<file path="config.mk">
export PLATFORM = sky130hd
export DESIGN_NAME = rd_burst_sched
export DESIGN_NICKNAME = d
export VERILOG_FILES = /design/src/rtl/rd_burst_sched.sv
export SDC_FILE = /design/constraint.sdc
export NUM_CORES = 1
export LEC_CHECK = 0
export CORE_ASPECT_RATIO = 1.4
export CORE_UTILIZATION = 48
export DETAILED_ROUTE_END_ITERATION = 16
export GPL_TIMING_DRIVEN = 0
export PLACE_DENSITY = 0.77
export SETUP_SLACK_MARGIN = 0.05
export SYNTH_ARGS = -nofsm -noshare
export SYNTH_HDL_FRONTEND = slang
export SYNTH_SLANG_ARGS = --single-unit
</file>
<file path="constraint.sdc">
create_clock -name ACLK -period 9.2 [get_ports ACLK]
set_input_delay 1.38 -clock ACLK [delete_from_list [all_inputs] [get_ports ACLK]]
set_output_delay 1.38 -clock ACLK [all_outputs]
set_load 0.01 [all_outputs]
</file>
<file path="src/rtl/rd_burst_sched.sv">
// Read-side burst scheduler: round-robin pick of four AR FIFOs, beat address
// generation, device read sequencing and R channel handshake.
module rd_burst_sched #(
  parameter int unsigned BusWidth = 32,
  parameter int unsigned tagbits  = 2,
  parameter int unsigned EntryW   = 49 + tagbits
) (
  input  logic                  ACLK,
  input  logic                  ARESET,
  input  logic [3:0]            fifo_empty,
  input  logic [4*EntryW-1:0]   fifo_dout,
  output logic [3:0]            fifo_read,
  output logic [BusWidth-1:0]   address_out,
  output logic                  devread,
  input  logic [BusWidth-1:0]   data_in,
  output logic [tagbits-1:0]    RID,
  output logic [BusWidth-1:0]   RDATA,
  output logic [1:0]            RRESP,
  output logic                  RLAST,
  output logic                  RVALID,
  input  logic                  RREADY
);

  localparam int unsigned NBytes   = BusWidth / 8;
  localparam int unsigned ProtLsb  = 0;
  localparam int unsigned CacheLsb = 3;
  localparam int unsigned LockLsb  = 7;
  localparam int unsigned BurstLsb = 9;
  localparam int unsigned SizeLsb  = 11;
  localparam int unsigned LenLsb   = 13;
  localparam int unsigned AddrLsb  = 17;
  localparam int unsigned IdLsb    = AddrLsb + BusWidth;

  typedef enum logic [1:0] {IDLE, ISSUE, WAIT, SEND} state_t;

  state_t                state;
  logic [1:0]            ptr;
  logic                  dphase;
  logic [tagbits-1:0]    b_id;
  logic [BusWidth-1:0]   b_addr;
  logic [BusWidth-1:0]   cur_addr;
  logic [3:0]            b_len;
  logic [3:0]            cnt;
  logic [1:0]            b_size;
  logic [1:0]            b_burst;
  logic [1:0]            b_lock;
  logic [3:0]            b_cache;
  logic [2:0]            b_prot;
  logic                  b_err;

  logic                  any_c;
  logic [1:0]            gnt_c;
  logic [EntryW-1:0]     head_c;
  logic [tagbits-1:0]    h_id;
  logic [BusWidth-1:0]   h_addr;
  logic [3:0]            h_len;
  logic [1:0]            h_size;
  logic [1:0]            h_burst;
  logic                  err_c;
  logic [BusWidth-1:0]   nb_c;
  logic [BusWidth-1:0]   wsize_c;
  logic [BusWidth-1:0]   lower_c;
  logic [BusWidth-1:0]   step_c;
  logic [BusWidth-1:0]   next_c;
  logic [BusWidth-1:0]   rdata_c;

  // First non-empty FIFO searching from ptr+1; i=4 wraps back to ptr itself
  always_comb begin
    any_c = 1'b0;
    gnt_c = ptr;
    for (int i = 1; i <= 4; i++) begin
      if (!any_c && !fifo_empty[ptr + 2'(i)]) begin
        any_c = 1'b1;
        gnt_c = ptr + 2'(i);
      end
    end
  end

  always_comb begin
    head_c = '0;
    for (int i = 0; i < 4; i++) begin
      if (gnt_c == 2'(i)) head_c = fifo_dout[i*EntryW +: EntryW];
    end
  end

  assign h_id    = head_c[IdLsb +: tagbits];
  assign h_addr  = head_c[AddrLsb +: BusWidth];
  assign h_len   = head_c[LenLsb +: 4];
  assign h_size  = head_c[SizeLsb +: 2];
  assign h_burst = head_c[BurstLsb +: 2];

  assign err_c = (h_size == 2'b11) || (h_burst == 2'b11) ||
                 ((h_burst == 2'b10) && !((h_len == 4'd1) || (h_len == 4'd3) ||
                                          (h_len == 4'd7) || (h_len == 4'd15)));

  // Next beat address for the latched burst
  always_comb begin
    nb_c    = BusWidth'(1) << b_size;
    wsize_c = nb_c * (BusWidth'(b_len) + BusWidth'(1));
    lower_c = b_addr & ~(wsize_c - BusWidth'(1));
    step_c  = cur_addr + nb_c;
    case (b_burst)
      2'b01:   next_c = (cur_addr & ~(nb_c - BusWidth'(1))) + nb_c;
      2'b10:   next_c = (step_c == lower_c + wsize_c) ? lower_c : step_c;
      default: next_c = cur_addr;
    endcase
  end

  // Keep only the low 1<<SIZE byte lanes; error beats return zero data
  always_comb begin
    rdata_c = '0;
    for (int b = 0; b < NBytes; b++) begin
      if (!b_err && (BusWidth'(b) < nb_c)) rdata_c[b*8 +: 8] = data_in[b*8 +: 8];
    end
  end

  logic unused_fields;
  assign unused_fields = ^{b_lock, b_cache, b_prot};

  always_ff @(posedge ACLK) begin
    if (ARESET) begin
      state       <= IDLE;
      ptr         <= 2'd3;
      dphase      <= 1'b0;
      b_id        <= '0;
      b_addr      <= '0;
      cur_addr    <= '0;
      b_len       <= '0;
      cnt         <= '0;
      b_size      <= '0;
      b_burst     <= '0;
      b_lock      <= '0;
      b_cache     <= '0;
      b_prot      <= '0;
      b_err       <= 1'b0;
      fifo_read   <= '0;
      address_out <= '0;
      devread     <= 1'b0;
      RID         <= '0;
      RDATA       <= '0;
      RRESP       <= '0;
      RLAST       <= 1'b0;
      RVALID      <= 1'b0;
    end else begin
      case (state)
        IDLE: begin
          if (any_c) begin
            fifo_read <= 4'b0001 << gnt_c;
            ptr       <= gnt_c;
            b_id      <= h_id;
            b_addr    <= h_addr;
            cur_addr  <= h_addr;
            b_len     <= h_len;
            cnt       <= h_len;
            b_size    <= h_size;
            b_burst   <= h_burst;
            b_lock    <= head_c[LockLsb +: 2];
            b_cache   <= head_c[CacheLsb +: 4];
            b_prot    <= head_c[ProtLsb +: 3];
            b_err     <= err_c;
            state     <= ISSUE;
          end
        end
        ISSUE: begin
          fifo_read   <= '0;
          address_out <= cur_addr;
          devread     <= !b_err;
          dphase      <= 1'b0;
          state       <= WAIT;
        end
        // First cycle: strobe drops; second cycle: device data is valid
        WAIT: begin
          if (!dphase) begin
            devread <= 1'b0;
            dphase  <= 1'b1;
          end else begin
            RID    <= b_id;
            RDATA  <= rdata_c;
            RRESP  <= b_err ? 2'b10 : 2'b00;
            RLAST  <= (cnt == 4'd0);
            RVALID <= 1'b1;
            dphase <= 1'b0;
            state  <= SEND;
          end
        end
        // Next beat's read is issued on the accepting edge itself
        SEND: begin
          if (RREADY) begin
            RVALID <= 1'b0;
            if (RLAST) begin
              RLAST <= 1'b0;
              state <= IDLE;
            end else begin
              cnt         <= cnt - 4'd1;
              cur_addr    <= next_c;
              address_out <= next_c;
              devread     <= !b_err;
              dphase      <= 1'b0;
              state       <= WAIT;
            end
          end
        end
        default: state <= IDLE;
      endcase
    end
  end

endmodule

</file>
Word level (Yosys, flattened, before mapping)
Cells that the tools add are included.

Bits in registers: 159. Latch bits: 0. Memory bits (writable): 0. Bits in read-only memories: 0. Input port bits: 243. Output and inout port bits: 75. Word-level logic and storage cells: 158. Memories: 0.

$add $sub $neg: 10. Multipliers: 1. Div/mod/pow operators: 0. $lt $le $gt $ge: 8. Eq/ne operators: 21. Shift-type cells: 2. Mux-type cells: 56. Bitwise gates (word level): 4. Reductions and logical operators: 37.

Operator list (number): $mux 51 (4); $pmux 32 s2 (3); $mux 32 (4); $add 32x32->32 (3); $and 32x32->32 (2); $lt 1x32->1 const A (2); $lt 2x32->1 const A (2); $not 32->32 (2); $sub 32x1->32 const B (2); $eq 32x32->1 (1); $mul 32x5->32 (1); $mux 8 (4); $shl 1x2->32 const A (1); $mux 2 (9); $mux 1 (17); $eq 2x2->1 const B (8); $mux 4 (4); $pmux 4 s2 (2); $lt 2x3->1 const B (4); $reduce_and 3->1 (4); $ne 2x2->1 const B (5); $bmux 1 s2 (4); $logic_and 1x1->1 (8); $pmux 2 s4 (1); other kinds (20) (42).

Logic depth before layout (Yosys ltp)
Depth in word-level cells: 24. Depth in mapped cells: 33. Mapped depth without buffers: 27.

Least setup slack after synthesis
OpenSTA, ideal clock, no wires.

Path kind: register to register. Start point: reg b_size[1]. End point: reg address_out[2]. Setup time: 0.116 ns. Arrival time: 7.614 ns. Data required time: 9.084 ns. Setup slack: 1.470 ns. Stages on the path, launching flop included: 32. Path buffers: 4. Period minus slack after synthesis: 7.730 ns. Path through: dfxtp_1 > clkbuf_1 > clkbuf_1 > nor2b_1 > inv_1 > nor2_1 > ha_1 > ha_1 > inv_1 > fa_1 > inv_1 > fa_1 > a211o_1 > a2111oi_1 > or3_1 > buf_4 > buf_6 > nor3_1 > ha_1 > nor2b_1 > and3_1 > nand3_1 > nor4b_1 > nand2_1 > xnor2_1 > or4_1 > o21ai_1 > or4b_4 > nor4_4 > mux2_2 > a221o_1 > a31o_2.

Cells in the longest elaborated chain, start to end: 12. Elaborated cells on any way between the ends: 17.

RTL lines: start: declaration (RTL line 44) `logic [1:0] b_size;`; start signal: assignment (RTL line 155) `b_size <= h_size;`; $shl 1x2->32 (*) (RTL line 98) `nb_c = BusWidth'(1) << b_size;`; $mul 32x5->32 (RTL line 99) `wsize_c = nb_c * (BusWidth'(b_len) + BusWidth'(1));`; $sub 32x1->32 (RTL line 100) `lower_c = b_addr & ~(wsize_c - BusWidth'(1));`; $not 32->32 (RTL line 100); $and 32x32->32 (RTL line 100); $add 32x32->32 (RTL line 104) `2'b10: next_c = (step_c == lower_c + wsize_c) ? lower_c : step_c;`; $eq 32x32->1 (RTL line 104); $mux 32 (RTL line 104); $pmux 32 s2 (*) (RTL line 102) `case (b_burst)`; $mux 32 (*) (RTL line 190) `if (RLAST) begin`; $mux 32 (*) (RTL line 188) `if (RREADY) begin`; $pmux 32 s2 (*) (RTL line 145) `case (state)`; end signal: assignment (RTL line 166) `address_out <= cur_addr;`; end signal: assignment (RTL line 196) `address_out <= next_c;`; end: declaration (RTL line 13) `output logic [BusWidth-1:0] address_out,`.

Mark *: on every way between the ends. The rest lies on a longest branch, timed or not. The select of a mux whose other input is x is not followed. A chain may end at the register's enable or synchronous reset.

Worst setup path after layout
Start point: reg b_len[0]. End point: reg address_out[9].

Cells in the longest elaborated chain, start to end: 12.

RTL lines: start: declaration (RTL line 42) `logic [3:0] b_len;`; start signal: assignment (RTL line 153) `b_len <= h_len;`; $add 4x1->5 (*) (RTL line 99); $mul 32x5->32 (*) (RTL line 99); $sub 32x1->32 (RTL line 100); $not 32->32 (RTL line 100); $and 32x32->32 (RTL line 100); $add 32x32->32 (RTL line 104); $eq 32x32->1 (RTL line 104); $mux 32 (*) (RTL line 104); $pmux 32 s2 (*) (RTL line 102); $mux 32 (*) (RTL line 190); $mux 32 (*) (RTL line 188); $pmux 32 s2 (*) (RTL line 145).

Marks and branches as above.

==> run_results.csv <==
group,metric,value,unit
place,portBuffers,280,
setup_path,crit_path_end_kind,"register",
floorplan,coreArea,0.02775,mm²
timing,worst_slew_pin_slew,1.600,ns
cells_and_area,seq_area,0.003164,mm²
routing,wl_per_cell,24.24,µm
timing,setup_ws,0.3637,ns
cells_and_area,multi_input_area,0.009662,mm²
timing,maxSlewHeadroom,-8.198,%
timing,min_period,8.836,ns
setup_path,cpMostUsedCell,"ha_1",
setup_path,reg2reg_depth,25,
setup_path,critPathSlowestCell,"nor4b_1",
power_and_ir_drop,leakage,6.315,nW
floorplan,dieHeight,201.3,µm
timing,period_share,96.05,%
clock_tree,path_clk_slew,0.07,ns
synthesis,yosysMostFrequentCell,"nand2_1",
floorplan,initial_utilization,49.07,%
clock_tree,root_buffer,"clkbuf_16",
setup_path,critPathArrivalTime,9.16,ns
hold_path,min_path_cells,2,
clock_tree,htreeDepth,4,
cells_and_area,instances_no_fill,2607,
clock_tree,clock_sinks,158,
place,dp_hpwl,51310,µm
setup_path,critPathTopFamily,"simple AND/OR/NAND/NOR gates",
synthesis,ys_warn_count,0,
synthesis,synth_area,0.01362,mm²
routing,firstDrtPassIters,8,
synthesis,ys.flop_type,"dfxtp_1",
cells_and_area,utilization,62.94,%
place,place_ws,-0.2984,ns
grt,grt_pass1_vias,15810,
floorplan,ioPinCount,318,
routing,via_count,16360,
cells_and_area,finalNetCount,2509,
synthesis,yosysTopAreaCellShare,23.23,%
grt,grt-ovfl-total,0,
clock_tree,cts_inserted_buffers,17,
status,failed_checks,"max-capacitance violations, max-slew violations",
run,timing.max_cap.violations,1,
floorplan,fp-row-count,72,
setup_path,path_buf_inv,4,
routing,drt_drc_violations_left,0,
clock_tree,cts_tree,"yes",
grt,grt_pass1_wl,93960,µm
grt,grtUsageTotal,43.58,%
synthesis,synth_edf_count,0,
timing,clock_skew,0.01793,ns
setup_path,r2r-end,"address_out[9]$_SDFFE_PP0P_",
hold_path,hold_path.class,"register to register",
clock_tree,cts-hold-fix-buffers,0,
floorplan,dieArea,0.02905,mm²
synthesis,syn_inst,1924,
cells_and_area,nFillCells,2612,
setup_path,max_stage_delay,1.33,ns
setup_path,rr_startpoint,"b_len[0]$_SDFFE_PP0P_",
timing,setup-violations-final,0,
grt,grt_max_degree,19,
routing,viasPerCell,6.277,
power_and_ir_drop,cellPowerDensity,195.0,mW/mm²
setup_path,startpoint,"b_len[0]$_SDFFE_PP0P_",
setup_path,worst-path-stages,25,
setup_path,rrSetupSlack,0.36,ns
floorplan,die_width,144.3,µm
synthesis,synth_area_per_cell,7.077,µm²
cells_and_area,n_antenna_cell,0,
synthesis,synthArstFlopShare,0,%
clock_tree,clk_latency,0.46,ns
setup_path,crit_path_start_kind,"register",
setup_path,crit_required,9.52,ns
place,place_congestion,1.023,
clock_tree,clk_path_buf_depth,2,
power_and_ir_drop,peakVddDrop,0.1213,mV
synthesis,ys_ff_latch,158,
setup_path,crit_path_end,"address_out[9]$_SDFFE_PP0P_",
place,dp_cells,2574,
synthesis,synth_top_area_cell,"dfxtp_1",
synthesis,synth_common_cells,"nand2_1, a21oi_1, dfxtp_1",
synthesis,synth.distinct_cells,102,
routing,routed_wl,63200,µm
timing,final_hold_viol_count,0,
timing,drv_slew,3,
timing,rsz0062_at_grt,"no",
power_and_ir_drop,total_power,3.405,mW
routing,drtIter0Drc,1378,
setup_path,crit_type,"register to register",
status,status,"complete, but fails checks",
setup_path,critPathMaxFanout,10,
cells_and_area,layout-drive-gt1-share,4.649,%
grt,antenna_found_initial,0,
synthesis,synth.yosys.seq_area_share,23.23,%
timing,max_freq,0.1132,GHz
cells_and_area,area_growth_syn_to_layout,28.26,%
synthesis,synthTopCellsByArea,"dfxtp_1, nand2_1, a21oi_1, mux2i_1, xnor2_1",
synthesis,synth_nets,2209,
routing,ant_nets,0,
## cells by family (layout without fill, tap and decap cells)
family | Yosys count | after routing | synth area share, %
AOI/OAI and AO/OA | 490 | 490 | 23.68
xor gates and xnor gates | 94 | 94 | 6.304
adders and majority gates | 42 | 42 | 4.246
buffers and inverters | 199 | 512 | 5.991
DFF | 158 | 158 | 23.23
muxes | 79 | 79 | 5.854
other | 1 | 1 | 0.02754
and+or+nand+nor | 861 | 861 | 30.67
## placed cells by master (no fill, tap or decap), types with 14 or more instances in the layout
cell             netlist  layout
a211oi_1              27      27
a21oi_1              174     174
a22oi_1               23      23
a31oi_1               20      20
and2_1                29      29
and3_1                22      22
clkbuf_1             126     126
clkbuf_16              0      17
clkdlybuf4s50_1        0     280
dfxtp_1              158     157
ha_1                  35      34
inv_1                 46      46
mux2i_1               74      74
nand2_1              341     341
nand2b_1              19      19
nand3_1              102     102
nand3b_1              14      14
nand4_1               28      28
nor2_1               147     147
nor2b_1               18      17
nor3_1                41      41
nor4_1                14      14
o21ai_0               80      80
or3_1                 19      19
xnor2_1               71      71
xor2_1                20      20
## metrics by stage
step | cell area (µm²) | TNS (ns) | hold slack (ns)
global route | 17460 | 0 | 0.4772
global placement | 16880 | -0.5421 | 0.4379
CTS | 17440 | 0 | 0.4529
finish | 17460 | 0 | 0.4514
detailed placement | 16880 | -6.280 | 0.4474
floorplan | 13620 | 0 | 0.4318
## flip-flops by register name (all words and copies together) (netlist names)
signal,cells
RVALID,1
b_size,2
b_addr,32
fifo_read,4
RDATA,32
RLAST,1
dphase,1
state,2
RRESP,1
address_out,32
cnt,4
b_err,1
b_len,4
b_id,2
b_burst,2
cur_addr,32
RID,2
ptr,2
devread,1
## how the worst min path moves through the flow
stage	start	end	slack [ns]
final	RDATA[0]$_SDFFE_PP0P_	RDATA[0]$_SDFFE_PP0P_	0.45
after global routing	RDATA[6]$_SDFFE_PP0P_	RDATA[6]$_SDFFE_PP0P_	0.48
after CTS	RDATA[0]$_SDFFE_PP0P_	RDATA[0]$_SDFFE_PP0P_	0.45
after detailed placement	RDATA[3]$_SDFFE_PP0P_	RDATA[3]$_SDFFE_PP0P_	0.45
after global placement	RDATA[0]$_SDFFE_PP0P_	RDATA[0]$_SDFFE_PP0P_	0.44
after floorplan	b_addr[25]$_SDFFE_PP0P_	b_addr[25]$_SDFFE_PP0P_	0.43
## repair_timing
action,CTS,global route
setup buffers,2,0
resized for setup,2,10
setup endpoints to repair,50,60
pin swaps,1,0
## final cells by class
type                            count  area share, %
Clock buffer                       19          2.479
Tap cell                          370          2.651
Multi-Input combinational cell   1567          55.33
Buffer                            152          3.690
Timing Repair Buffer              282          16.14
Inverter                           46         0.9888
Clock inverter                     13         0.6090
Sequential cell                   158          18.12
## metal layers
metal	GRT usage (%)	wire [µm]	share of wire (%)	up-vias
met5	0	0	0	-
met1	48.29	22580	36	7615
met3	10.90	6219	9.8	256
met2	71.48	29370	46	1006
li1	-	-	-	7487
met4	31.50	5028	8.0	0
## power breakdown
| part | switching, mW | internal, mW |
|---|---|---|
| Sequential | 0.113 | 0.772 |
| Clock | 0.325 | 0.351 |
| Combinational | 1.20 | 0.648 |
## worst register-to-register path, delay by kind of cell, from the launching register on
kind	cells	cell delay (ns)
fa+ha+maj	5	1.98
buf+inv	4	0.69
mux	1	0.24
compound gates	5	1.90
simple gates	10	3.45
flops	1	0.47
(Power assumes the default switching activity.)
